**src/rtl/mips_enc_if.sv**
```systemverilog
// Request/response bundle between an instruction-word producer and the MIPS encoder.
// The status outputs travel with the bus so the loader sees occupancy and error state.
interface mips_enc_if #(
    parameter int DEPTH = 4
);
    logic                     req_valid;
    logic                     req_ready;
    logic [1:0]               req_fmt;
    logic [5:0]               req_code;
    logic [4:0]               req_rs;
    logic [4:0]               req_rt;
    logic [4:0]               req_rd;
    logic [4:0]               req_shamt;
    logic [15:0]              req_imm;
    logic [25:0]              req_target;
    logic                     enc_valid;
    logic                     enc_ready;
    logic [31:0]              enc_instr;
    logic [31:0]              enc_addr;
    logic [$clog2(DEPTH):0]   fifo_count;
    logic                     err_illegal;
    logic [7:0]               illegal_cnt;

    modport master (
        output req_valid, req_fmt, req_code, req_rs, req_rt, req_rd, req_shamt,
               req_imm, req_target, enc_ready,
        input  req_ready, enc_valid, enc_instr, enc_addr, fifo_count, err_illegal,
               illegal_cnt
    );

    modport slave (
        input  req_valid, req_fmt, req_code, req_rs, req_rt, req_rd, req_shamt,
               req_imm, req_target, enc_ready,
        output req_ready, enc_valid, enc_instr, enc_addr, fifo_count, err_illegal,
               illegal_cnt
    );
endinterface

```
**src/rtl/mips_inst_encoder.sv**
```systemverilog
// Builds canonical MIPS-C instruction words from field requests and queues them,
// with sequential addresses, for the instruction-memory loader.
module mips_inst_encoder #(
    parameter int          DEPTH      = 4,
    parameter logic [31:0] START_ADDR = 32'h0000_3000
) (
    input  logic      clk,
    input  logic      reset,
    input  logic      clear,
    mips_enc_if.slave bus
);
    localparam int               PTR_W = (DEPTH > 1) ? $clog2(DEPTH) : 1;
    localparam int               CNT_W = PTR_W + 1;
    localparam logic [CNT_W-1:0] FULL  = CNT_W'(DEPTH);

    // Returns {legal, word}; unused fields of legal words are forced to zero.
    function automatic logic [32:0] encode(
        input logic [1:0]  fmt,
        input logic [5:0]  code,
        input logic [4:0]  rs,
        input logic [4:0]  rt,
        input logic [4:0]  rd,
        input logic [4:0]  shamt,
        input logic [15:0] imm,
        input logic [25:0] target
    );
        logic        ok;
        logic [31:0] w;
        logic [4:0]  s, t, d, sh;
        ok = 1'b0;
        s  = rs;
        t  = rt;
        d  = rd;
        sh = shamt;
        case (fmt)
            2'b00: begin
                case (code)
                    6'h00, 6'h02, 6'h03, 6'h04, 6'h06, 6'h07, 6'h08, 6'h09,
                    6'h10, 6'h11, 6'h12, 6'h13, 6'h18, 6'h19, 6'h1A, 6'h1B,
                    6'h20, 6'h21, 6'h22, 6'h23, 6'h24, 6'h25, 6'h26, 6'h27,
                    6'h2A, 6'h2B: ok = 1'b1;
                    default:      ok = 1'b0;
                endcase
                if (code == 6'h00 || code == 6'h02 || code == 6'h03) s = 5'd0;
                else                                               sh = 5'd0;
                case (code)
                    6'h18, 6'h19, 6'h1A, 6'h1B: d = 5'd0;
                    6'h10, 6'h12: begin s = 5'd0; t = 5'd0; end
                    6'h08, 6'h11, 6'h13: begin t = 5'd0; d = 5'd0; end
                    6'h09:        t = 5'd0;
                    default:      ;
                endcase
                w = {6'h00, s, t, d, sh, code};
            end
            2'b01: begin
                case (code)
                    6'h04, 6'h05, 6'h06, 6'h07, 6'h08, 6'h09, 6'h0A, 6'h0B,
                    6'h0C, 6'h0D, 6'h0E, 6'h0F, 6'h20, 6'h21, 6'h23, 6'h24,
                    6'h25, 6'h28, 6'h29, 6'h2B: ok = 1'b1;
                    default:                    ok = 1'b0;
                endcase
                if (code == 6'h0F)                   s = 5'd0;
                if (code == 6'h06 || code == 6'h07) t = 5'd0;
                w = {code, s, t, imm};
            end
            2'b10: begin
                ok = (code == 6'h00) || (code == 6'h01);
                w  = {6'h01, s, code[4:0], imm};
            end
            default: begin
                ok = (code == 6'h02) || (code == 6'h03);
                w  = {code, target};
            end
        endcase
        return {ok, w};
    endfunction

    logic [31:0]      mem_q [DEPTH];
    logic [PTR_W-1:0] wr_ptr_q, wr_ptr_d;
    logic [PTR_W-1:0] rd_ptr_q, rd_ptr_d;
    logic [CNT_W-1:0] count_q, count_d;
    logic [31:0]      addr_q, addr_d;
    logic [31:0]      hold_q, hold_d;
    logic             err_q, err_d;
    logic [7:0]       ill_cnt_q, ill_cnt_d;

    logic [32:0] enc_res;
    logic        legal;
    logic [31:0] word;
    logic        flush, accept, push, pop, head_valid;
    logic [31:0] head_word;

    assign enc_res = encode(bus.req_fmt, bus.req_code, bus.req_rs, bus.req_rt,
                            bus.req_rd, bus.req_shamt, bus.req_imm, bus.req_target);
    assign legal   = enc_res[32];
    assign word    = enc_res[31:0];

    assign head_valid = (count_q != '0);
    assign head_word  = mem_q[rd_ptr_q];
    assign flush      = !reset || clear;
    assign accept     = bus.req_valid && (count_q != FULL) && !flush;
    assign push       = accept && legal;
    assign pop        = head_valid && bus.enc_ready && !flush;

    always_comb begin
        wr_ptr_d  = wr_ptr_q;
        rd_ptr_d  = rd_ptr_q;
        count_d   = count_q;
        addr_d    = addr_q;
        hold_d    = hold_q;
        err_d     = err_q;
        ill_cnt_d = ill_cnt_q;
        if (flush) begin
            wr_ptr_d  = '0;
            rd_ptr_d  = '0;
            count_d   = '0;
            addr_d    = START_ADDR;
            hold_d    = '0;
            err_d     = 1'b0;
            ill_cnt_d = '0;
        end else begin
            if (push) wr_ptr_d = wr_ptr_q + PTR_W'(1);
            // The popped word is remembered so enc_instr holds it once the FIFO drains.
            if (pop) begin
                rd_ptr_d = rd_ptr_q + PTR_W'(1);
                addr_d   = addr_q + 32'd4;
                hold_d   = head_word;
            end
            case ({push, pop})
                2'b10:   count_d = count_q + CNT_W'(1);
                2'b01:   count_d = count_q - CNT_W'(1);
                default: count_d = count_q;
            endcase
            if (accept && !legal) begin
                err_d = 1'b1;
                if (ill_cnt_q != 8'hFF) ill_cnt_d = ill_cnt_q + 8'd1;
            end
        end
    end

    always_ff @(posedge clk) begin
        if (!reset) begin
            wr_ptr_q  <= '0;
            rd_ptr_q  <= '0;
            count_q   <= '0;
            addr_q    <= START_ADDR;
            hold_q    <= '0;
            err_q     <= 1'b0;
            ill_cnt_q <= '0;
        end else begin
            wr_ptr_q  <= wr_ptr_d;
            rd_ptr_q  <= rd_ptr_d;
            count_q   <= count_d;
            addr_q    <= addr_d;
            hold_q    <= hold_d;
            err_q     <= err_d;
            ill_cnt_q <= ill_cnt_d;
        end
    end

    always_ff @(posedge clk) begin
        if (push) mem_q[wr_ptr_q] <= word;
    end

    assign bus.req_ready   = (count_q != FULL);
    assign bus.enc_valid   = head_valid;
    assign bus.enc_instr   = head_valid ? head_word : hold_q;
    assign bus.enc_addr    = addr_q;
    assign bus.fifo_count  = count_q;
    assign bus.err_illegal = err_q;
    assign bus.illegal_cnt = ill_cnt_q;
endmodule

```
**src/flat_wrapper.sv**
```systemverilog
// flat-port wrapper written by rule: the top's interface ports become plain ports
module mips_inst_encoder_flat 
#(
    parameter int          DEPTH      = 4,
    parameter logic [31:0] START_ADDR = 32'h0000_3000
)
  (clk, reset, clear, bus_req_valid, bus_req_fmt, bus_req_code, bus_req_rs, bus_req_rt, bus_req_rd, bus_req_shamt, bus_req_imm, bus_req_target, bus_enc_ready, bus_req_ready, bus_enc_valid, bus_enc_instr, bus_enc_addr, bus_fifo_count, bus_err_illegal, bus_illegal_cnt);
  mips_enc_if #(.DEPTH(DEPTH)) bus_i ();
  input  logic clk;
  input  logic reset;
  input  logic clear;
  input wire logic [$bits(bus_i.req_valid)-1:0] bus_req_valid;
  input wire logic [$bits(bus_i.req_fmt)-1:0] bus_req_fmt;
  input wire logic [$bits(bus_i.req_code)-1:0] bus_req_code;
  input wire logic [$bits(bus_i.req_rs)-1:0] bus_req_rs;
  input wire logic [$bits(bus_i.req_rt)-1:0] bus_req_rt;
  input wire logic [$bits(bus_i.req_rd)-1:0] bus_req_rd;
  input wire logic [$bits(bus_i.req_shamt)-1:0] bus_req_shamt;
  input wire logic [$bits(bus_i.req_imm)-1:0] bus_req_imm;
  input wire logic [$bits(bus_i.req_target)-1:0] bus_req_target;
  input wire logic [$bits(bus_i.enc_ready)-1:0] bus_enc_ready;
  output wire logic [$bits(bus_i.req_ready)-1:0] bus_req_ready;
  output wire logic [$bits(bus_i.enc_valid)-1:0] bus_enc_valid;
  output wire logic [$bits(bus_i.enc_instr)-1:0] bus_enc_instr;
  output wire logic [$bits(bus_i.enc_addr)-1:0] bus_enc_addr;
  output wire logic [$bits(bus_i.fifo_count)-1:0] bus_fifo_count;
  output wire logic [$bits(bus_i.err_illegal)-1:0] bus_err_illegal;
  output wire logic [$bits(bus_i.illegal_cnt)-1:0] bus_illegal_cnt;
  assign bus_i.req_valid = bus_req_valid;
  assign bus_i.req_fmt = bus_req_fmt;
  assign bus_i.req_code = bus_req_code;
  assign bus_i.req_rs = bus_req_rs;
  assign bus_i.req_rt = bus_req_rt;
  assign bus_i.req_rd = bus_req_rd;
  assign bus_i.req_shamt = bus_req_shamt;
  assign bus_i.req_imm = bus_req_imm;
  assign bus_i.req_target = bus_req_target;
  assign bus_i.enc_ready = bus_enc_ready;
  assign bus_req_ready = bus_i.req_ready;
  assign bus_enc_valid = bus_i.enc_valid;
  assign bus_enc_instr = bus_i.enc_instr;
  assign bus_enc_addr = bus_i.enc_addr;
  assign bus_fifo_count = bus_i.fifo_count;
  assign bus_err_illegal = bus_i.err_illegal;
  assign bus_illegal_cnt = bus_i.illegal_cnt;
  mips_inst_encoder #(.DEPTH(DEPTH), .START_ADDR(START_ADDR)) u_core (.clk(clk), .reset(reset), .clear(clear), .bus(bus_i));
endmodule
```
**config.mk**
```make
export PLATFORM = sky130hd
export DESIGN_NAME = mips_inst_encoder_flat
export DESIGN_NICKNAME = d
export VERILOG_FILES = /design/src/rtl/mips_enc_if.sv /design/src/rtl/mips_inst_encoder.sv /design/src/flat_wrapper.sv
export SDC_FILE = /design/constraint.sdc
export NUM_CORES = 1
export LEC_CHECK = 0
export CORE_MARGIN = 1.5
export CORE_UTILIZATION = 45
export DETAILED_ROUTE_END_ITERATION = 7
export HOLD_SLACK_MARGIN = 0.08
export MAX_ROUTING_LAYER = met4
export PLACE_DENSITY = 0.69
export SETUP_SLACK_MARGIN = 0.05
export SLEW_MARGIN = 20
export SYNTH_ARGS = -nofsm -noshare
export SYNTH_HDL_FRONTEND = slang
export SYNTH_SLANG_ARGS = --single-unit
```
**constraint.sdc**
```tcl
create_clock -name clk -period 9.8 [get_ports clk]
set_input_delay 2.45 -clock clk [delete_from_list [all_inputs] [get_ports clk]]
set_output_delay 2.45 -clock clk [all_outputs]
set_load 0.02 [all_outputs]
```
**Word-level counts from Yosys, hierarchy flattened**

Memories as Yosys holds them, arrays and structs flattened. A register that Yosys moved wholly into a read port is not among the register bits.
Index checks and enable logic that the tools add are counted.

- Bits in writable memories: 128
- Memories: 3
- Flip-flop bits (word level): 80
- ROM bits: 128

Memories:

| memory | depth | width | rd ports | clocked after Yosys merged registers in | wr ports | line | source |
|---|---|---|---|---|---|---|---|
| u_core.mem_q | 4 | 32 | 1 | 1 | 1 | mips_inst_encoder.sv:78 | `logic [31:0] mem_q [DEPTH];` |
| (name not given) | 64 | 1 | 1 | 0 | 0 | mips_inst_encoder.sv:37 | `case (code)` |
| (name not given) | 64 | 1 | 1 | 0 | 0 | mips_inst_encoder.sv:56 | `case (code)` |

- Reductions and logical operators: 24
- Equal/unequal tests: 22
- $add $sub $neg: 6
- Bitwise operators: 1
- Multiplexer cells: 15

Operators with widths:

| operator | count |
|---|---|
| case mux 32 bit (3 select lines) | 1 |
| equality test 6 x 5 -> 1 bit (second input constant) | 8 |
| 2-to-1 mux 5 bit | 7 |
| adder 32 x 3 -> 32 bit (second input constant) | 1 |
| 2-to-1 mux 32 bit | 1 |
| equality test 6 x 4 -> 1 bit (second input constant) | 3 |
| equality test 6 x 2 -> 1 bit (second input constant) | 2 |
| equality test 6 x 3 -> 1 bit (second input constant) | 2 |
| adder 8 x 1 -> 8 bit (second input constant) | 1 |
| inequality test 8 bit (second input constant) | 1 |
| OR reduction 7 bit | 1 |
| equality test 6 x 1 -> 1 bit (second input constant) | 1 |
| logical AND 1 bit | 6 |
| logical NOT 6 bit | 1 |
| logical OR 1 bit | 6 |
| case mux 3 bit (2 select lines) | 1 |
| OR reduction 6 bit | 1 |
| adder 2 x 1 -> 2 bit (second input constant) | 2 |
| equality test 2 x 1 -> 1 bit (second input constant) | 2 |
| equality test 2 bit (second input constant) | 2 |
| 2-to-1 mux 2 bit | 2 |
| OR reduction 2 bit | 2 |
| adder 3 x 1 -> 3 bit (second input constant) | 1 |
| logical NOT 1 bit | 3 |
| 9 further kinds | 10 |

**Depth between registers and ports, before layout**

Gate-level depths: netlist (run 1).

- Depth after elaboration: 7
- Mapped depth: 13
- Gate-level depth less buffers: 12

**Worst setup path before layout (run 1)**

No wires, ideal clock.

- Path kind: input-to-reg
- Start: input port bus_req_code[0]
- End: memory u_core.mem_q[0][0] (enable)
- Stages on the path: 7
- Slack: 4.892 ns
- Path buffers: 1
- Data arrival time: 4.516 ns
- Path through: buf_4 -> or3b_1 -> a211oi_2 -> o41a_2 -> a21o_1 -> nor2_2 -> and2_1

- Word-level cells in the longest chain between the ends: 6

RTL lines:

| what | line | source |
|---|---|---|
| from (decl) | flat_wrapper.sv:14 | `input wire logic [$bits(bus_i.req_code)-1:0] bus_req_code;` |
| branches (longest 2 deep; another with memory read (64 x 1 bit)) | - |  |
| case mux 1 bit (3 select lines) (*) | mips_inst_encoder.sv:35 | `case (fmt)` |
| logical AND 1 bit (*) | mips_inst_encoder.sv:102 | `assign push = accept && legal;` |
| 2-to-1 mux 1 bit (*) | mips_inst_encoder.sv:162 | `if (push) mem_q[wr_ptr_q] <= word;` |
| 2-to-1 mux 1 bit (implied by the code) (*) | mips_inst_encoder.sv:162 |  |
| to (decl) | mips_inst_encoder.sv:78 |  |

Mark *: on every way between the ends.

==> impl_metrics.env, run 1 <==
export IMPL_area_growth_synth_to_final_pct=27.0
export IMPL_min_delay_worst_endpoint="u_core.hold_q[7]"
export IMPL_cp_data_arrival_time_ns=2.82
export IMPL_postCtsHoldBufs=0
export IMPL_grt_overflow_total=0
export IMPL_worstMarginPinSlew_ns=1.00
export IMPL_setup_slack_ns=4.53
export IMPL_io_buffers=150
export IMPL_grt_pass1_vias=5927
export IMPL_antennaDiodeCount=0
export IMPL_grt_max_degree=74
export IMPL_power_density_nw_per_um2=163
export IMPL_reg2reg_depth=9
export IMPL_hold_path_class="flip-flop to flip-flop"
export IMPL_cts_tree="done"
export IMPL_synth_seq_area_share=0.591
export IMPL_coreArea_um2=20200
export IMPL_clock_fmax_ghz=0.190
export IMPL_num_fill_cells=1697
export IMPL_fin_crit_ns=5.27
export IMPL_hpwl_um=13100
export IMPL_final_cell_area_um2=11700
export IMPL_finalClockSkew_ns=0.0175
export IMPL_root_buffer="clkbuf_16"
export IMPL_rows=52
export IMPL_syn_avg_cell_area_um2=12.5
export IMPL_wire_per_inst_um=17.3
export IMPL_fin_crit_sh=0.538
export IMPL_cts_htree_levels=1
export IMPL_clockBufferDepth=3
export IMPL_r2r_setup_slack_ns=6.79
export IMPL_ir_drop_v=0.000105
export IMPL_grt_pass1_wl_um=31900
export IMPL_crit_type="flip-flop to output pin"
export IMPL_holdPathStages=2
export IMPL_pre_cts_ws_ns=4.10
export IMPL_drt_initial_drc_count=360
export IMPL_nNetsFinal=958
export IMPL_critPathMaxFanout=32
export IMPL_drt_vias_per_instance=5.33
export IMPL_drcViolationCount=0
export IMPL_netlist_instances=740
export IMPL_gp_congestion=0.795
export IMPL_rr_endpoint="u_core.bus.fifo_count[2]"
export IMPL_slew_limit_headroom=0.331
export IMPL_rsz0062_at_grt="false"
export IMPL_run_status="complete, no violations"
export IMPL_ios=153
export IMPL_postPlaceCellArea_um2=10900
export IMPL_die_h_um=146
export IMPL_ys_seq_elements=208
export IMPL_die_area_um2=21400
export IMPL_clock_sinks=208
export IMPL_drtAntennaViolNets=0
export IMPL_wl_um=20100
export IMPL_hp_start="u_core.hold_q[7]"
export IMPL_final_hold_violation_count=0
export IMPL_synth_top_flop_cell="edfxtp_1"
export IMPL_track_usage=0.194
export IMPL_async_reset_ff_frac=0
export IMPL_finalMaxSlewViolations=0
export IMPL_drt_pass1_iterations=5
export IMPL_drv_cap=0
export IMPL_die_width_um=146
export IMPL_ys_warn_count=0
export IMPL_cp_start_kind="flip-flop"
export IMPL_synth_cell_types=56
export IMPL_syn_area_um2=9220
export IMPL_finalSetupTns_ns=0
export IMPL_end_kind="output pin"
export IMPL_antenna_found_initial=0
export IMPL_cts_resized=0
export IMPL_fin_total_pwr_uw=1910
export IMPL_r2r_start="u_core.bus.fifo_count[2]"
export IMPL_drive_gt1_frac=0.154
export IMPL_vias=6194
export IMPL_required_ns=7.35
export IMPL_clock_latency_ns=0.51
export IMPL_postCtsSetupRepairBufs=0
export IMPL_initial_utilization=0.457
export IMPL_cts_buffers=23
export IMPL_p_leak_uw=0.00385
export IMPL_synth_edf_count=128
export IMPL_clk_pin_slew_ns=0.06
export IMPL_setup_violations_final=0
==> layer usage <==
| metal | wire [um] | up-vias | track usage | part of all wire |
|---|---|---|---|---|
| met1 | 9160 | 2996 | 0.260 | 0.46 |
| met4 | 361 | 0 | 0.0475 | 0.018 |
| met2 | 9670 | 153 | 0.310 | 0.48 |
| li1 | - | 3018 | - | - |
| met5 | 0 | - | - | 0 |
| met3 | 918 | 27 | 0.0322 | 0.046 |
==> synth_stat cells, types with 5 or more instances <==
cell type | instances | share of area
nor2b_1 | 7 | 0.0048
edfxtp_1 | 128 | 0.42
buf_1 | 9 | 0.0037
nor3_1 | 8 | 0.0043
xnor2_1 | 11 | 0.010
ha_1 | 7 | 0.0095
and2_1 | 10 | 0.0068
a221oi_1 | 10 | 0.0095
nand4_1 | 7 | 0.0048
clkbuf_1 | 32 | 0.013
a211oi_1 | 5 | 0.0041
nand2_1 | 96 | 0.039
dfxtp_1 | 80 | 0.17
mux2i_1 | 21 | 0.023
xor2_1 | 18 | 0.017
mux2_2 | 39 | 0.048
inv_1 | 11 | 0.0045
nor2_1 | 40 | 0.016
and3_1 | 7 | 0.0048
or3_1 | 8 | 0.0054
a21oi_1 | 61 | 0.033
nand3_1 | 21 | 0.011
mux4_2 | 32 | 0.078
o21ai_0 | 18 | 0.0098
a22o_1 | 5 | 0.0048
==> worst max-delay path, stage by stage (launching register included) <==
cell and delay, ns:
dfxtp_2 0.31, buf_4 0.52, mux4_2 0.64, mux2_2 0.28
clkdlybuf4s50_1 0.56
==> sequential cells by signal, summed over array words and instances (netlist names), named ones only <==
signal and flops:
u_core.mem_q 128, u_core.bus.err_illegal 1, u_core.bus.fifo_count 3, u_core.bus.enc_addr 30, u_core.rd_ptr_q 2, u_core.bus.illegal_cnt 8
u_core.wr_ptr_q 2, u_core.hold_q 32
==> cells in the final DEF (no fill, tap or decap), types with 18 or more instances in the layout <==
| cell type | instances |
|---|---|
| clkdlybuf4s50_1 | 148 |
| clkbuf_16 | 24 |
| xor2_1 | 18 |
| a21oi_1 | 61 |
| o21ai_0 | 18 |
| nand3_1 | 21 |
| nor2_1 | 40 |
| mux4_2 | 32 |
| edfxtp_1 | 128 |
| nand2_1 | 96 |
| dfxtp_1 | 79 |
| mux2_2 | 39 |
| mux2i_1 | 21 |
==> kinds of logic (layout without fill, tap and decap cells) <==
family / count (synthesis) / after routing / share of synthesized area
XOR/XNOR: 29 / 29 / 0.0276
other: 1 / 2 / 0.000407
flip-flops: 208 / 208 / 0.591
AO/OA/AOI/OAI: 118 / 118 / 0.0789
buffers and inverters: 59 / 210 / 0.0265
multiplexers: 92 / 92 / 0.149
AND/OR/NAND/NOR: 225 / 225 / 0.116
adder cells (fa/ha/maj): 8 / 8 / 0.0117
==> worst max-delay path by stage <==
| stage | from | to | slack [ns] | cells past startpoint |
|---|---|---|---|---|
| 3_3_place_gp | bus_req_code[2] | u_core.mem_q[1][12] | 4.16 | 7 |
| 6_report | flip-flop | bus_enc_instr[1] | 4.53 | 4 |
| 4_1_cts | flip-flop | bus_enc_instr[27] | 4.47 | 4 |
| 5_1_grt | flip-flop | bus_enc_instr[18] | 4.37 | 4 |
| 3_5_place_dp | bus_req_code[2] | u_core.mem_q[3][12] | 4.10 | 7 |
| 2_1_floorplan | bus_req_code[0] | u_core.mem_q[0][0] | 4.89 | 7 |
==> metrics by stage <==
stage / std cells / util / hold slack, ns
after global routing: 1162 / 0.581 / 0.469
after CTS: 1162 / 0.581 / 0.454
final: 1162 / 0.581 / 0.453
after floorplan: 741 / - / 0.433
after detailed placement: 1120 / 0.542 / 0.443
after global placement: 1120 / 0.542 / 0.435
==> where the power goes <==
group	internal, uW	switching [uW]
clock	531	337
sequential	937	1.24
combinational	49.3	55.5
==> layout make-up <==
type / count / area [um^2] / share of cell area
clock buffers: 31 / 667 / 0.0570
clock inverters: 11 / 114 / 0.00972
inverters: 11 / 41.3 / 0.00353
multi-input cells: 474 / 3560 / 0.304
flip-flops and latches: 208 / 5450 / 0.465
well taps: 270 / 338 / 0.0288
repair buffers: 157 / 1540 / 0.132
Note: power is estimated with default switching activity, not from simulation.
==> run 2: changes to the inputs <==
- clock period: 9.8 -> 5.05 ns (I/O delays scaled with it)
==> run 2 against run 1 <==
  * Register-to-register slack got worse by 4.2 ns
  * Clock-buffer cell count down 2
  * Power up 90%
  * Setup slack worse by 3.7 ns
  * Final cell count is 0.60% higher
  * Core utilization is 0.24 points higher
  * First-iteration DRC count down 19%
  * Via count increased by 1.8%
  * Sequential cell count stayed put
==> impl_metrics.env, run 2 (same netlist as run 1, synthesis figures left out) <==
export IMPL_drtAntennaViolNets=0
export IMPL_fin_total_pwr_uw=3630
export IMPL_seq_power_share=0.503
export IMPL_drt_pass1_iterations=4
export IMPL_pwr_share_comb=0.057
export IMPL_reg2reg_depth=11
export IMPL_ir_drop_v=0.000243
export IMPL_largest_reg_flops=128
export IMPL_p_sw_uw=746
export IMPL_placedCellCount=1129
export IMPL_grt_pass1_wl_um=33000
export IMPL_gp_congestion=0.783
export IMPL_critPathMaxFanout=18
export IMPL_end_kind="output pin"
export IMPL_root_buffer="clkbuf_16"
export IMPL_hp_start="u_core.hold_q[3]"
export IMPL_finalSetupTns_ns=0
export IMPL_p_leak_uw=0.00387
export IMPL_run_status="complete, no violations"
export IMPL_coreArea_um2=20200
export IMPL_internal_power_uw=2880
export IMPL_clkPwrFrac=0.440
export IMPL_cts_buffers=23
export IMPL_die_h_um=146
export IMPL_mostFrequentLayoutCells="clkdlybuf4s50_1 (148), edfxtp_1 (128), nand2_1 (96)"
export IMPL_stdcell_count=1169
export IMPL_grt_max_degree=73
export IMPL_drv_cap=0
export IMPL_drt_vias_per_instance=5.39
export IMPL_nNetsFinal=967
export IMPL_multi_input_comb_area_um2=3560
export IMPL_rsz0062_at_grt="false"
export IMPL_worstSetupEndpoint="bus_enc_instr[2]"
export IMPL_required_ns=3.79
export IMPL_rows=52
export IMPL_whs_ns=0.451
export IMPL_cp_start_kind="flip-flop"
export IMPL_holdPathStages=2
export IMPL_cts_resized=0
export IMPL_cts_htree_levels=1
export IMPL_clock_fmax_ghz=0.236
export IMPL_fin_crit_ns=4.23
export IMPL_antennaDiodeCount=0
export IMPL_final_cell_area_um2=11800
export IMPL_clock_latency_ns=0.50
export IMPL_worstMarginPinSlew_ns=0.935
export IMPL_postPlaceCellArea_um2=11000
export IMPL_num_fill_cells=1634
export IMPL_drcViolationCount=0
export IMPL_clockBufferDepth=3
export IMPL_postCtsHoldBufs=0
export IMPL_hpwl_um=13700
export IMPL_clock_sinks=208
export IMPL_drt_initial_drc_count=293
export IMPL_crit_type="flip-flop to output pin"
export IMPL_r2r_start="u_core.bus.fifo_count[1]"
export IMPL_largest_register="u_core.mem_q"
export IMPL_area_growth_synth_to_final_pct=27.6
export IMPL_final_hold_violation_count=0
export IMPL_r2r_setup_slack_ns=2.55
export IMPL_power_density_nw_per_um2=308
export IMPL_setup_violations_final=0
export IMPL_clk_pin_slew_ns=0.06
export IMPL_postCtsSetupRepairBufs=0
export IMPL_initial_utilization=0.457
export IMPL_cts_tree="done"
export IMPL_rr_endpoint="u_core.bus.fifo_count[2]"
export IMPL_drive_gt1_frac=0.157
export IMPL_grt_pass1_vias=6140
export IMPL_wire_per_inst_um=17.7
export IMPL_vias=6303
export IMPL_finalClockSkew_ns=0.00538
export IMPL_antenna_found_initial=0
export IMPL_ios=153
export IMPL_io_buffers=150
export IMPL_cp_data_arrival_time_ns=2.97
export IMPL_final_common_cell="clkdlybuf4s50_1"
export IMPL_hold_path_class="flip-flop to flip-flop"
export IMPL_track_usage=0.200
export IMPL_finalMaxSlewViolations=0
export IMPL_swShare=0.206
export IMPL_die_area_um2=21400
export IMPL_slew_limit_headroom=0.376
export IMPL_regArea_um2=5450
export IMPL_grt_overflow_total=0
export IMPL_fin_crit_sh=0.838
export IMPL_wl_um=20700
export IMPL_die_width_um=146
## run 2: worst min path at each step
stage	to	slack, ns
2_1_floorplan	u_core.hold_q[0]	0.43
3_3_place_gp	u_core.hold_q[0]	0.44
3_5_place_dp	u_core.hold_q[2]	0.45
4_1_cts	u_core.hold_q[6]	0.45
5_1_grt	u_core.hold_q[20]	0.46
6_report	u_core.hold_q[3]	0.45
## run 2: per-layer routing
metal / global-route usage / share of wire / wire, um
met1: 0.261 / 0.44 / 9090
met2: 0.326 / 0.48 / 10000
met3: 0.0381 / 0.058 / 1200
met4: 0.0460 / 0.018 / 378
met5: - / 0 / 0
## run 2: critical path, stage by stage, from the launching register on
cell,delay (ns)
dfxtp_2,0.73
buf_4,0.36
mux4_2,0.55
mux2_2,0.28
clkdlybuf4s50_1,0.55
## run 2: power groups by stage
stage | Clock, uW | Combinational (uW) | Sequential, uW
after global routing | 1700 | 226 | 1820
after detailed placement | 0 | 207 | 1860
after floorplan | 0 | 107 | 1860
after CTS | 1630 | 208 | 1820
final | 1600 | 207 | 1820
after global placement | 0 | 205 | 1860
## run 2: final cells by class
class | count | share of cell area
Sequential cell | 208 | 0.463
Multi-Input combinational cell | 474 | 0.303
Timing Repair Buffer | 166 | 0.140
Clock inverter | 11 | 0.00904
Tap cell | 270 | 0.0287
Inverter | 11 | 0.00351
Clock buffer | 29 | 0.0526
## run 2: per-stage QoR
stage / utilization / setup slack, ns
6_report: 0.583 / 0.819
5_1_grt: 0.583 / 0.648
4_1_cts: 0.583 / 0.714
3_5_place_dp: 0.547 / 0.637
3_3_place_gp: 0.547 / 0.719
2_1_floorplan: - / 1.33
==> run 3: changes to the inputs <==
- PLACE_DENSITY: 0.69 -> 0.72
- clock period: 5.05 -> 3.4 ns (I/O delays scaled with it)
==> run 3 against run 2 <==
  * Register-to-register slack worse by 1.4 ns
  * Combinational power is 60% higher
  * Critical path depth stayed put
  * Largest cell class unchanged
  * Largest power group unchanged
  * Highest routed layer unchanged
==> impl_metrics.env, run 3 (same netlist as run 1, synthesis figures left out) <==
export IMPL_ios=153
export IMPL_root_buffer="clkbuf_16"
export IMPL_drt_vias_per_instance=5.41
export IMPL_antenna_found_initial=1
export IMPL_grt_pass1_vias=6448
export IMPL_die_area_um2=21400
export IMPL_mostFrequentLayoutCells="edfxtp_1 (128), clkdlybuf4s50_1 (124), nand2_1 (96)"
export IMPL_finalCoreUtilization=0.599
export IMPL_run_status="complete, no violations"
export IMPL_p_leak_uw=0.00426
export IMPL_worstSetupEndpoint="bus_enc_instr[21]"
export IMPL_track_usage=0.208
export IMPL_rr_endpoint="u_core.bus.enc_addr[26]"
export IMPL_cts_tree="done"
export IMPL_coreArea_um2=20200
export IMPL_rsz0062_at_grt="false"
export IMPL_hold_path_class="flip-flop to flip-flop"
export IMPL_wl_um=21400
export IMPL_ir_drop_v=0.000277
export IMPL_area_growth_synth_to_final_pct=31.2
export IMPL_grt_pass1_wl_um=34200
export IMPL_num_fill_cells=1606
export IMPL_gp_congestion=0.805
export IMPL_nNetsFinal=994
export IMPL_clock_fmax_ghz=0.305
export IMPL_required_ns=2.55
export IMPL_finalClockSkew_ns=0.00875
export IMPL_power_density_nw_per_um2=451
export IMPL_final_cell_area_um2=12100
export IMPL_drcViolationCount=0
export IMPL_drtAntennaViolNets=0
export IMPL_whs_ns=0.450
export IMPL_drt_initial_drc_count=527
export IMPL_clock_latency_ns=0.50
export IMPL_grt_max_degree=73
export IMPL_crit_type="flip-flop to output pin"
export IMPL_grt_overflow_total=0
export IMPL_die_h_um=146
export IMPL_fin_crit_sh=0.965
export IMPL_io_buffers=150
export IMPL_worstMarginPinSlew_ns=0.865
export IMPL_setup_violations_final=0
export IMPL_multi_input_comb_area_um2=3570
export IMPL_initial_utilization=0.457
export IMPL_rows=52
export IMPL_clockBufferDepth=3
export IMPL_cts_buffers=22
export IMPL_die_width_um=146
export IMPL_postCtsHoldBufs=0
export IMPL_wire_per_inst_um=17.9
export IMPL_largest_reg_flops=128
export IMPL_postPlaceCellArea_um2=11300
export IMPL_clock_sinks=208
export IMPL_vias=6485
export IMPL_cp_start_kind="flip-flop"
export IMPL_r2r_setup_slack_ns=1.16
export IMPL_final_hold_violation_count=0
export IMPL_drt_pass1_iterations=5
export IMPL_final_common_cell="edfxtp_1"
export IMPL_r2r_start="u_core.bus.enc_addr[2]"
export IMPL_reg2reg_depth=6
export IMPL_postCtsSetupRepairBufs=0
export IMPL_end_kind="output pin"
export IMPL_hpwl_um=14000
export IMPL_slew_limit_headroom=0.423
export IMPL_clk_pin_slew_ns=0.06
export IMPL_critPathMaxFanout=16
export IMPL_cts_htree_levels=1
export IMPL_largest_register="u_core.mem_q"
export IMPL_regArea_um2=5450
export IMPL_drive_gt1_frac=0.183
export IMPL_cp_data_arrival_time_ns=2.43
export IMPL_finalMaxSlewViolations=0
export IMPL_drv_cap=0
export IMPL_fin_crit_ns=3.28
## run 3: changes by cell type in the layout (fill, tap and decap cells not counted), sizes merged
cell / previous run / this run
bufbuf: 0 / 1
buf: 18 / 45
clkinv: 7 / 5
bufinv: 2 / 3
diode: 0 / 1
inv: 11 / 12
dlygate4sd2: 0 / 16
clkdlybuf4s50: 148 / 124
dlymetal6s2s: 0 / 8
## run 3: timing repair
| action | 4_1_cts | 5_1_grt |
|---|---|---|
| setup endpoints to repair | 32 | 9 |
| gates resized for setup | 17 | 9 |
| cloned | 1 | 0 |
| pin swaps | 0 | 1 |
## run 3: per-layer routing
layer  GRT usage  vias up  wire length [um]
met5           -        -                 0
met4      0.0677        0               663
met3      0.0288       49              1050
met2       0.342      202             10500
met1       0.266     3144              9180
li1            -     3090                 -
## run 3: stage by stage
| stage | setup WS, ns | instances | setup TNS [ns] | total power [uW] |
|---|---|---|---|---|
| after floorplan | 0.0915 | 741 | 0 | 2920 |
| after global placement | -0.222 | 1156 | -0.252 | 3080 |
| after detailed placement | -0.261 | 1156 | -0.349 | 3090 |
| after CTS | 0.0393 | 1197 | 0 | 5490 |
| after global routing | 0.0511 | 1198 | 0 | 5620 |
| final | 0.121 | 1198 | 0 | 5460 |
## run 3: how the worst min path moves through the flow
stage	start	to	slack, ns	cells past startpoint
2_1_floorplan	u_core.hold_q[0]	u_core.hold_q[0]	0.43	2
3_3_place_gp	u_core.hold_q[3]	u_core.hold_q[3]	0.44	2
3_5_place_dp	u_core.hold_q[4]	u_core.hold_q[4]	0.44	2
4_1_cts	u_core.hold_q[4]	u_core.hold_q[4]	0.45	2
5_1_grt	u_core.hold_q[16]	u_core.hold_q[16]	0.47	2
6_report	u_core.hold_q[6]	u_core.hold_q[6]	0.45	2
## run 3: report_power, final
part           internal [uW]  total [uW]  leakage [uW]  switching [uW]
Combinational            162         331       0.00211             169
Clock                   1470        2420      0.000353             948
Sequential              2700        2710       0.00180            4.11
## run 3: layout make-up
type,instances,share of cell area
Clock inverter,11,0.0113
Clock buffer,29,0.0495
Multi-Input combinational cell,474,0.295
Antenna cell,1,0.000207
Timing Repair Buffer,194,0.162
Sequential cell,208,0.451
Inverter,11,0.00342
Tap cell,270,0.0279
## run 3: worst max-delay path, stage by stage, from the launching register on
cell and delay [ns]:
dfxtp_2 0.36, buf_12 0.20, mux4_2 0.55, mux2_2 0.29, clkdlybuf4s50_1 0.54
